===== src/rtl/rr_arbiter.sv =====
// ---------------------------------------------------------------------------
// rr_arbiter
// Round-robin arbiter with transfer locking and a single registered output
// stage. Requesters present beats (valid/last/data). A transfer is a run of
// beats ending with a beat that has last set. Once a requester's first
// non-last beat is accepted, it owns the output until its last beat is
// accepted. When no transfer is in progress, the winner is the first valid
// requester found by searching upward from a rotating priority pointer.
//
// Parameters
//   T        payload type carried from requesters to the output
//   NUM_REQ  number of requesters (2..32)
//
// Ports
//   clk_i           sole clock, rising edge
//   rst_i           synchronous active-high reset
//   req_valid_i     per-requester beat valid
//   req_last_i      per-requester last-beat flag, qualified by valid
//   req_data_i      per-requester payload (unpacked array of T)
//   req_ready_o     per-requester beat accepted this cycle (one-hot or zero)
//   out_valid_o     registered output beat valid
//   out_ready_i     downstream accepts the output beat
//   out_data_o      registered payload of the accepted beat
//   out_last_o      registered last flag of the accepted beat
//   out_grant_oh_o  registered one-hot source of the beat in the output reg
// ---------------------------------------------------------------------------
module rr_arbiter #(
    parameter type T       = logic,
    parameter int  NUM_REQ = 4
) (
    input  logic               clk_i,
    input  logic               rst_i,
    input  logic [NUM_REQ-1:0] req_valid_i,
    input  logic [NUM_REQ-1:0] req_last_i,
    input  T                   req_data_i [NUM_REQ-1:0],
    output logic [NUM_REQ-1:0] req_ready_o,
    output logic               out_valid_o,
    input  logic               out_ready_i,
    output T                   out_data_o,
    output logic               out_last_o,
    output logic [NUM_REQ-1:0] out_grant_oh_o
);

    localparam int IDX_W  = $clog2(NUM_REQ);
    localparam int DATA_W = $bits(T);

    typedef enum logic {
        IDLE,
        LOCKED
    } state_t;

    state_t               r_state;
    state_t               w_stateNext;
    logic [IDX_W-1:0]     r_ptr;
    logic [IDX_W-1:0]     w_ptrNext;
    logic [IDX_W-1:0]     r_owner;
    logic [IDX_W-1:0]     w_ownerNext;

    logic [NUM_REQ-1:0]   w_grant;
    logic [IDX_W-1:0]     w_grantIdx;
    logic                 w_loadEn;
    logic                 w_transfer;
    logic                 w_lastBeat;
    logic [DATA_W-1:0]    w_muxBits;

    logic                 r_outValid;
    T                     r_outData;
    logic                 r_outLast;
    logic [NUM_REQ-1:0]   r_outGrant;

    // The output register may take a new beat when it is empty or being
    // drained this same cycle.
    assign w_loadEn = !r_outValid || out_ready_i;

    // Grant selection. While locked only the owner is offered the slot, even
    // if it currently has nothing to send, so no other requester can slip a
    // beat into the middle of the owner's transfer. While idle the search
    // starts at the pointer and wraps past the top index back to zero.
    always_comb begin
        int  idx;
        logic found;
        w_grant    = '0;
        w_grantIdx = '0;
        idx        = 0;
        found      = 1'b0;
        if (r_state == LOCKED) begin
            w_grant[r_owner] = 1'b1;
            w_grantIdx       = r_owner;
        end else begin
            for (int k = 0; k < NUM_REQ; k++) begin
                idx = (int'(r_ptr) + k) % NUM_REQ;
                if (!found && req_valid_i[idx]) begin
                    found        = 1'b1;
                    w_grant[idx] = 1'b1;
                    w_grantIdx   = IDX_W'(idx);
                end
            end
        end
    end

    // Ready is forced low during reset so nothing is accepted while the
    // arbiter state is being cleared.
    assign req_ready_o = rst_i ? '0 : (w_grant & {NUM_REQ{w_loadEn}});
    assign w_transfer  = |(req_valid_i & req_ready_o);
    assign w_lastBeat  = req_last_i[w_grantIdx];

    // AND-OR one-hot payload mux: the grant is one-hot, so OR-ing the masked
    // payloads yields the selected one without any priority chain.
    always_comb begin
        w_muxBits = '0;
        for (int i = 0; i < NUM_REQ; i++) begin
            w_muxBits = w_muxBits | (DATA_W'(req_data_i[i]) & {DATA_W{w_grant[i]}});
        end
    end

    // Next-state logic. A non-last beat accepted while idle locks onto that
    // requester; any accepted last beat releases the lock and moves the
    // pointer just past the requester that finished.
    always_comb begin
        w_stateNext = r_state;
        w_ownerNext = r_owner;
        w_ptrNext   = r_ptr;
        if (w_transfer) begin
            if (w_lastBeat) begin
                w_stateNext = IDLE;
                w_ptrNext   = (w_grantIdx == IDX_W'(NUM_REQ - 1)) ? '0
                                                                  : w_grantIdx + IDX_W'(1);
            end else if (r_state == IDLE) begin
                w_stateNext = LOCKED;
                w_ownerNext = w_grantIdx;
            end
        end
    end

    // Arbitration state register.
    always_ff @(posedge clk_i) begin
        if (rst_i) begin
            r_state <= IDLE;
            r_ptr   <= '0;
            r_owner <= '0;
        end else begin
            r_state <= w_stateNext;
            r_ptr   <= w_ptrNext;
            r_owner <= w_ownerNext;
        end
    end

    // Output register stage. When loading without a transfer only the valid
    // flag drops; payload fields are left alone since they are meaningless
    // without valid.
    always_ff @(posedge clk_i) begin
        if (rst_i) begin
            r_outValid <= 1'b0;
            r_outData  <= '0;
            r_outLast  <= 1'b0;
            r_outGrant <= '0;
        end else if (w_loadEn) begin
            r_outValid <= w_transfer;
            if (w_transfer) begin
                r_outData  <= T'(w_muxBits);
                r_outLast  <= w_lastBeat;
                r_outGrant <= w_grant;
            end
        end
    end

    assign out_valid_o    = r_outValid;
    assign out_data_o     = r_outData;
    assign out_last_o     = r_outLast;
    assign out_grant_oh_o = r_outGrant;

`ifdef COMM_ASSERT
    // Both the ready vector and the registered source must never name more
    // than one requester.
    assert property (@(posedge clk_i) disable iff (rst_i)
                     $onehot0(req_ready_o) && $onehot0(out_grant_oh_o));
`endif

endmodule


===== config.mk =====
export PLATFORM = sky130hd
export DESIGN_NAME = rr_arbiter
export DESIGN_NICKNAME = d
export VERILOG_FILES = /design/src/rtl/rr_arbiter.sv
export SDC_FILE = /design/constraint.sdc
export NUM_CORES = 1
export LEC_CHECK = 0
export ABC_AREA = 0
export ABC_CLOCK_PERIOD_IN_PS = 6800
export BUFFER_PORTS_ARGS = -buffer_cell sky130_fd_sc_hd__buf_2
export CORE_MARGIN = 2
export CORE_UTILIZATION = 45
export CTS_CLUSTER_SIZE = 16
export DETAILED_ROUTE_END_ITERATION = 12
export GPL_ROUTABILITY_DRIVEN = 0
export GPL_TIMING_DRIVEN = 0
export PLACE_DENSITY = 0.66
export SKIP_LAST_GASP = 1
export SYNTH_ARGS = -nofsm -noshare
export SYNTH_HDL_FRONTEND = slang
export SYNTH_SLANG_ARGS = --single-unit

===== constraint.sdc =====
create_clock -name clk_i -period 6.8 [get_ports clk_i]
set_clock_uncertainty 0.2 [all_clocks]
set_input_delay 1.36 -clock clk_i [delete_from_list [all_inputs] [get_ports clk_i]]
set_output_delay 1.36 -clock clk_i [all_outputs]
set_load 0.05 [all_outputs]

==> results of run 1 <==
per-stage QoR:
stage | utilization, % | setup slack [ns]
global placement | 51.7 | 1.83
detailed placement | 51.7 | 1.76
finish | 52.8 | 1.78
global route | 52.8 | 1.69
floorplan | - | 1.50
CTS | 52.8 | 1.77
power by group through the flow:
| stage | clock [mW] | sequential [mW] | combinational (mW) |
|---|---|---|---|
| 3_5_place_dp | 0 | 0.119 | 0.781 |
| 4_1_cts | 0.0570 | 0.118 | 0.784 |
| 5_1_grt | 0.0607 | 0.121 | 0.860 |
| 3_3_place_gp | 0 | 0.118 | 0.767 |
| 2_1_floorplan | 0 | 0.165 | 0.590 |
| 6_report | 0.0563 | 0.118 | 0.790 |
layer usage:
layer,up-vias,track usage (%),wire [um]
met5,-,0,0
met4,0,0,0
met3,0,5.18,177
met2,50,36.0,1860
met1,716,28.2,1820
li1,754,-,-
critical path, cell delays in order:
cell,delay [ns]
sky130_fd_sc_hd__buf_2,0.13
sky130_fd_sc_hd__mux4_2,0.50
sky130_fd_sc_hd__buf_6,0.16
sky130_fd_sc_hd__nor4_4,0.38
sky130_fd_sc_hd__a22oi_1,0.16
sky130_fd_sc_hd__o21ai_0,0.31
sky130_fd_sc_hd__nor2b_1,0.17
sky130_fd_sc_hd__buf_2,0.27
area by class of cell:
type / count / area share, %
Clock buffer: 4 / 2.09
Inverter: 8 / 1.73
Tap cell: 46 / 3.32
Multi-Input combinational cell: 147 / 65.3
Buffer: 13 / 6.43
Timing Repair Buffer: 25 / 7.22
Sequential cell: 12 / 13.9
sequential cells by signal, summed over array words and instances, names as in the netlist:
register / flops
r_owner: 2
r_ptr: 2
out_data_o: 1
r_state: 1
out_valid_o: 1
out_last_o: 1
out_grant_oh_o: 4
final timing paths:
kind | start | endpoint | cells after the start
setup reg to reg | r_ptr[0] | r_owner[1] | 11
hold / removal | out_grant_oh_o[0] | out_grant_oh_o[0] | 2
setup / recovery | req_valid_i[2] | req_ready_o[2] | 8
hold reg to reg | out_grant_oh_o[0] | out_grant_oh_o[0] | 2
cell usage in the layout, fill, tap and decap left out, types with 5 or more instances in the layout:
cell,count
sky130_fd_sc_hd__a211oi_1,5
sky130_fd_sc_hd__a21oi_1,16
sky130_fd_sc_hd__buf_2,28
sky130_fd_sc_hd__buf_6,6
sky130_fd_sc_hd__dfxtp_1,12
sky130_fd_sc_hd__ha_1,5
sky130_fd_sc_hd__inv_1,8
sky130_fd_sc_hd__mux2_2,6
sky130_fd_sc_hd__nand2_1,15
sky130_fd_sc_hd__nand2b_1,5
sky130_fd_sc_hd__nor2_1,13
sky130_fd_sc_hd__o211ai_1,5
logic make-up (layout without fill, tap and decap cells):
family	Yosys count	after routing	synth area share [%]
buf+inv	21	50	9.34
simple gates	61	61	22.6
flops	12	12	15.9
fa+ha+maj	5	5	4.13
xor+xnor	1	1	0.579
mux	13	13	11.6
compound gates	67	67	35.9
==> flow_summary.rst, run 1 <==
.. list-table::
   :header-rows: 1

   * - Metric
     - Value
   * - Total power consumption of the routed design
     - 964 uW
   * - Setup TNS
     - 0 ns
   * - Die height
     - 62 um
   * - Number of H-tree branching levels
     - 1
   * - Clock tree sinks
     - 12
   * - Core ar.
     - 3280 um2
   * - Type of the worst setup path
     - input pin to output port
   * - Number of global-route vias before repair
     - 1318
   * - Final critical-path required period
     - 5.02 ns
   * - Nets
     - 230
   * - VDD IR-drop max
     - 0.195 mV
   * - Total inserted antenna cells
     - 0
   * - Post-detailed-route count of antenna-violating nets
     - 0
   * - Number of enable flip-flop cells after synthesis
     - 0
   * - Share of post-route cells with drive strength above 1
     - 29.7%
   * - DR vias/cell
     - 5.96
   * - Fillers
     - 324
   * - Fraction of synthesized cell area taken by the top area cell type
     - 15.9%
   * - Clock buffer depth
     - 2
   * - Number of setup buffers added after CTS
     - 0
   * - Via total after detailed routing
     - 1520
   * - Synth Cell Area
     - 1510 um2
   * - Fraction of power consumed by combinational cells
     - 81.9%
   * - Synthesized instance count
     - 180
   * - Total leakage power
     - 0.688 nW
   * - Number of core rows
     - 21
   * - Worst max-slew margin expressed relative to the limit
     - 59.5%
   * - Max Transition Viols Final
     - 0
   * - Clock tree from TritonCTS
     - built
   * - Setup repair after global routing missed its margin
     - false
   * - Area Growth Syn to Fin
     - 14.5%
   * - Reg power frac
     - 12.2%
   * - Final wirelength
     - 3860 um
   * - Category of the worst setup path capture point
     - output port
   * - Post-synthesis async set-or-reset flop share
     - 0%
   * - Library cell with the largest summed area after synthesis
     - sky130_fd_sc_hd__dfxtp_1
   * - Ys Warns
     - 0
   * - Flop-to-flop setup slack
     - 3.31 ns
   * - Share of synthesized area occupied by flip-flops and latches
     - 15.9%
   * - Placed instance count
     - 251
   * - Startpoint class of the critical path
     - input pin
   * - Hold buffers post-CTS
     - 0
   * - Total die area
     - 3840 um2
   * - Input/output buffers
     - 25
   * - Number of register bits inferred by synthesis
     - 12
   * - Drt initial violations
     - 82
   * - Clock network fraction of total power
     - 5.8%
   * - Ratio of final minimum period to clock period
     - 73.9%
   * - First-pass GRT wire length
     - 6060 um
   * - Number of detailed-routing iterations run before antenna repair
     - 4
   * - Mean instance size in the synthesized netlist
     - 8.41 um2
   * - Placed cell area
     - 1700 um2
   * - Clock latency on the worst-skew pair
     - 0.27 ns
   * - Multi-input gate area in the final layout
     - 1130 um2
   * - Number of instances resized during post-cts repair
     - 0
   * - Data required time at the worst endpoint
     - 5.24 ns
   * - Cell area power density
     - 556 nW/um2
   * - Top cells by instance count after synthesis
     - 16 x sky130_fd_sc_hd__a21oi_1, 15 x sky130_fd_sc_hd__nand2_1, 13 x sky130_fd_sc_hd__nor2_1
   * - Final global-route overflow total
     - 0
   * - Final hold violation count
     - 0
   * - Number of top-level pins
     - 26
   * - Power spent charging and discharging nets
     - 539 uW
   * - Area of all placed cells without fillers
     - 1730 um2
   * - Number of antenna violations at the first check in global routing
     - 0
   * - Total routing resource utilization after global routing
     - 20.9%
   * - Area of all sequential standard cells
     - 240 um2
   * - Most common cell in the synthesized netlist
     - sky130_fd_sc_hd__a21oi_1
   * - Slew of the pin with the lowest slew margin
     - 0.606 ns
   * - Switching part of the total
     - 55.9%
   * - Clock transition at the registers of the reported paths
     - 0.07 ns
   * - DRC Markers
     - 0
   * - Top flip-flop cell by instance count after synthesis
     - sky130_fd_sc_hd__dfxtp_1
   * - Worst min-delay path class
     - flop to flop
   * - Maximum number of pins on one net before global-route repair
     - 11
   * - Main area contributors after synthesis
     - sky130_fd_sc_hd__dfxtp_1 16%, sky130_fd_sc_hd__a21oi_1 5.3%, sky130_fd_sc_hd__buf_6 4.5%
   * - Wire per inst
     - 15.1 um
   * - Data arrival time at the worst-slack endpoint
     - 3.46 ns
   * - DPL Wire Length
     - 3000 um
   * - Starting density of the core
     - 46.1%
   * - Non-filler cells in the finished layout
     - 255
   * - Clk Tree Root Cell
     - sky130_fd_sc_hd__clkbuf_4
   * - Internal power contribution
     - 425 uW
   * - Post-synth net total
     - 200
   * - Maximum fanout encountered on the critical timing path
     - 10
   * - Chip Width
     - 62 um
   * - Worst-case hold slack
     - 0.256 ns
   * - Count of unique library cells instantiated by Yosys
     - 60
   * - Status
     - complete, no violations
   * - MaxCap Viol Count
     - 0
   * - Final setup violation count
     - 0
   * - Number of buffers inserted during clock tree synthesis
     - 3
   * - Achievable Freq
     - 0.199 GHz
(Power assumes the default switching activity.)
==> run 2, diff against run 1 <==
--- a/config.mk
+++ b/config.mk
@@ -5,8 +5,8 @@
 export SDC_FILE = /design/constraint.sdc
 export NUM_CORES = 1
 export LEC_CHECK = 0
-export ABC_AREA = 0
-export ABC_CLOCK_PERIOD_IN_PS = 6800
+export ABC_AREA = 1
+export ABC_CLOCK_PERIOD_IN_PS = 4900
 export BUFFER_PORTS_ARGS = -buffer_cell sky130_fd_sc_hd__buf_2
 export CORE_MARGIN = 2
 export CORE_UTILIZATION = 45
@@ -14,7 +14,7 @@
 export DETAILED_ROUTE_END_ITERATION = 12
 export GPL_ROUTABILITY_DRIVEN = 0
 export GPL_TIMING_DRIVEN = 0
-export PLACE_DENSITY = 0.66
+export PLACE_DENSITY = 0.68
 export SKIP_LAST_GASP = 1
 export SYNTH_ARGS = -nofsm -noshare
 export SYNTH_HDL_FRONTEND = slang
==> constraint.sdc (replaced) <==
create_clock -name clk_i -period 4.9 [get_ports clk_i]
set_clock_uncertainty 0.2 [all_clocks]
set_input_delay 0.98 -clock clk_i [delete_from_list [all_inputs] [get_ports clk_i]]
set_output_delay 0.98 -clock clk_i [all_outputs]
set_load 0.05 [all_outputs]
==> run 2 against run 1 <==
Against the previous run:
- critical path type is now flop to output port
- cell count is 0.78% lower
- routed wire length is 23% lower
- sequential cell count stayed put
- worst setup slack worse by 0.69 ns
- count of clock-buffer cells in the layout stayed put
- via count is 14% lower
- first-iteration DRC count is 68% lower
- synthesized area is 20% lower
- sequential share of layout area is 3.1 points higher
- non-clock buffer count is 12 lower
- worst hold slack better by 0.039 ns
- critical endpoint unchanged
==> flow_summary.rst, run 2 <==
.. list-table::
   :header-rows: 1

   * - Metric
     - Value
   * - Hold buffers post-CTS
     - 0
   * - Number of global-route vias before repair
     - 1216
   * - Number of buffers inserted during clock tree synthesis
     - 3
   * - Count of unique library cells instantiated by Yosys
     - 24
   * - Clock latency on the worst-skew pair
     - 0.28 ns
   * - Share of synthesized area occupied by flip-flops and latches
     - 19.8%
   * - Main area contributors after synthesis
     - sky130_fd_sc_hd__dfxtp_1 20%, sky130_fd_sc_hd__nand2_1 16%, sky130_fd_sc_hd__nor2_1 7.7%
   * - Data arrival time at the worst-slack endpoint
     - 2.64 ns
   * - Number of setup buffers added after CTS
     - 0
   * - Slew of the pin with the lowest slew margin
     - 0.361 ns
   * - Starting density of the core
     - 48.2%
   * - Worst Setup SP
     - r_ptr[1]
   * - Most frequent standard cell in the layout excluding fill and tap cells
     - sky130_fd_sc_hd__nand2_1
   * - Nets
     - 244
   * - Share of post-route cells with drive strength above 1
     - 30.9%
   * - Clk Tree Root Cell
     - sky130_fd_sc_hd__clkbuf_4
   * - Synthesized instance count
     - 194
   * - Status
     - complete, no violations
   * - Achievable Freq
     - 0.262 GHz
   * - Critical-path cell list
     - inv_1, ha_1, inv_1, nand3_2, nand2_4, nor2_4, nand2_1, nand2_1, nor2_1, nand3_1, nand2_1, nor2_1, buf_2
   * - Library cell with the largest summed area after synthesis
     - sky130_fd_sc_hd__dfxtp_1
   * - Ys Warns
     - 0
   * - Most common cell in the synthesized netlist
     - sky130_fd_sc_hd__nand2_1
   * - Category of the worst setup path capture point
     - output port
   * - Number of core rows
     - 18
   * - Final global-route overflow total
     - 0
   * - Clock buffer depth
     - 2
   * - Setup repair after global routing missed its margin
     - false
   * - Worst-path cell with the longest stage delay
     - sky130_fd_sc_hd__dfxtp_1
   * - Input/output buffers
     - 25
   * - Worst-case hold slack
     - 0.295 ns
   * - Critical path's largest stage delay
     - 0.50 ns
   * - Maximum fanout encountered on the critical timing path
     - 7
   * - Mean instance size in the synthesized netlist
     - 6.26 um2
   * - Cell family with the largest share of critical-path delay
     - simple AND/OR/NAND/NOR gates
   * - Post-synthesis async set-or-reset flop share
     - 0%
   * - Clock transition at the registers of the reported paths
     - 0.08 ns
   * - DR vias/cell
     - 5.15
   * - Setup TNS
     - 0 ns
   * - Die height
     - 56.0 um
   * - Worst min-delay path startpoint
     - out_last_o
   * - Startpoint class of the critical path
     - flop
   * - Max Transition Viols Final
     - 0
   * - Post-synth net total
     - 214
   * - Flop-to-flop setup slack
     - 2.00 ns
   * - Drt initial violations
     - 26
   * - Via total after detailed routing
     - 1304
   * - Number of antenna violations at the first check in global routing
     - 0
   * - DRC Markers
     - 0
   * - Number of buffers and inverters on the critical path
     - 3
   * - Post-detailed-route count of antenna-violating nets
     - 0
   * - Total inserted antenna cells
     - 0
   * - Number of H-tree branching levels
     - 1
   * - Data required time at the worst endpoint
     - 3.72 ns
   * - Ratio of final minimum period to clock period
     - 77.9%
   * - Placed cell area
     - 1380 um2
   * - Fraction of synthesized cell area taken by the top area cell type
     - 19.8%
   * - Clock tree sinks
     - 12
   * - First-pass GRT wire length
     - 5200 um
   * - Number of enable flip-flop cells after synthesis
     - 0
   * - Synth Cell Area
     - 1210 um2
   * - Worst max-slew margin expressed relative to the limit
     - 75.7%
   * - Total routing resource utilization after global routing
     - 20.5%
   * - Top flip-flop cell by instance count after synthesis
     - sky130_fd_sc_hd__dfxtp_1
   * - Area Growth Syn to Fin
     - 16.4%
   * - Final wirelength
     - 2960 um
   * - Chip Width
     - 56.0 um
   * - Final setup violation count
     - 0
   * - Final critical-path required period
     - 3.82 ns
   * - Number of flip-flops under the largest register name
     - 4
   * - Clock tree from TritonCTS
     - built
   * - Worst min-delay path class
     - flop to flop
   * - Maximum number of pins on one net before global-route repair
     - 11
   * - Number of instances resized during post-cts repair
     - 0
   * - Number of top-level pins
     - 26
   * - DPL Wire Length
     - 2480 um
   * - Type of the worst setup path
     - flop to output port
   * - Final hold violation count
     - 0
   * - Cell type with the highest occurrence count on the critical path
     - sky130_fd_sc_hd__nand2_1
   * - Number of register bits inferred by synthesis
     - 12
   * - Wire per inst
     - 11.7 um
   * - Area of all placed cells without fillers
     - 1410 um2
   * - Top cells by instance count after synthesis
     - 53 x sky130_fd_sc_hd__nand2_1, 25 x sky130_fd_sc_hd__nor2_1, 22 x sky130_fd_sc_hd__inv_1
   * - Core ar.
     - 2520 um2
   * - MaxCap Viol Count
     - 0
   * - Number of detailed-routing iterations run before antenna repair
     - 4
   * - R2R Path Start
     - r_ptr[1]
   * - Fillers
     - 266
   * - Commonest non-fill, non-tap cells in the layout
     - 53 x sky130_fd_sc_hd__nand2_1, 25 x sky130_fd_sc_hd__nor2_1, 25 x sky130_fd_sc_hd__buf_2
   * - Total die area
     - 3130 um2
## run 2: changes by cell type after synthesis, sizes merged, moves of 7 or more
cell | before | now
a21oi | 17 | 9
a211oi | 7 | 0
nor2 | 13 | 31
inv | 8 | 30
buf | 10 | 1
nand3 | 4 | 22
nand2 | 15 | 62
## run 2: kinds of logic after synthesis
logic type / synth area share (%)
flip-flops: 19.8
XOR/XNOR: 0.721
buffers and inverters: 10.9
AO/OA/AOI/OAI: 12.0
adder cells (fa/ha/maj): 5.15
AND/OR/NAND/NOR: 51.4
## run 2: area by class of cell
cell class / count / area, um2 / area share, %
plain buffers: 1 / 20.0 / 1.42
multi-input cells: 151 / 842 / 59.6
well taps: 30 / 37.5 / 2.65
flip-flops and latches: 12 / 240 / 17.0
clock buffers: 4 / 36.3 / 2.57
inverters: 30 / 113 / 7.96
repair buffers: 25 / 125 / 8.85
## run 2: metrics by stage
stage / std cells / setup slack [ns] / util (%)
2_1_floorplan: 194 / 1.27 / -
3_3_place_gp: 249 / 1.32 / 54.6
3_5_place_dp: 249 / 1.29 / 54.6
4_1_cts: 253 / 1.10 / 56.1
5_1_grt: 253 / 0.824 / 56.1
6_report: 253 / 1.08 / 56.1
## run 2: final timing paths
path / to / depth (start not counted)
setup / recovery: req_ready_o[2] / 13
hold / removal: out_last_o / 2
setup reg to reg: r_owner[1] / 17
hold reg to reg: out_last_o / 2
## run 2: layer usage
| metal | share of wire (%) | track usage [%] | routed length, um | vias to the layer above |
|---|---|---|---|---|
| li1 | - | - | - | 679 |
| met1 | 43 | 24.3 | 1290 | 586 |
| met2 | 51 | 36.6 | 1520 | 37 |
| met3 | 4.6 | 4.65 | 137 | 2 |
| met4 | 0.47 | 5.78 | 14 | 0 |
| met5 | 0 | 0 | 0 | - |
## run 2: worst min-delay path, cell delays in order (launching register included)
cell and delay, ns:
sky130_fd_sc_hd__dfxtp_1 0.33, sky130_fd_sc_hd__a21oi_1 0.06, sky130_fd_sc_hd__nor2_1 0.07
Power of run 2 is left out: the tool's default activity adds up to more than one toggle a clock period on the data nets, which glitch-free logic cannot reach.
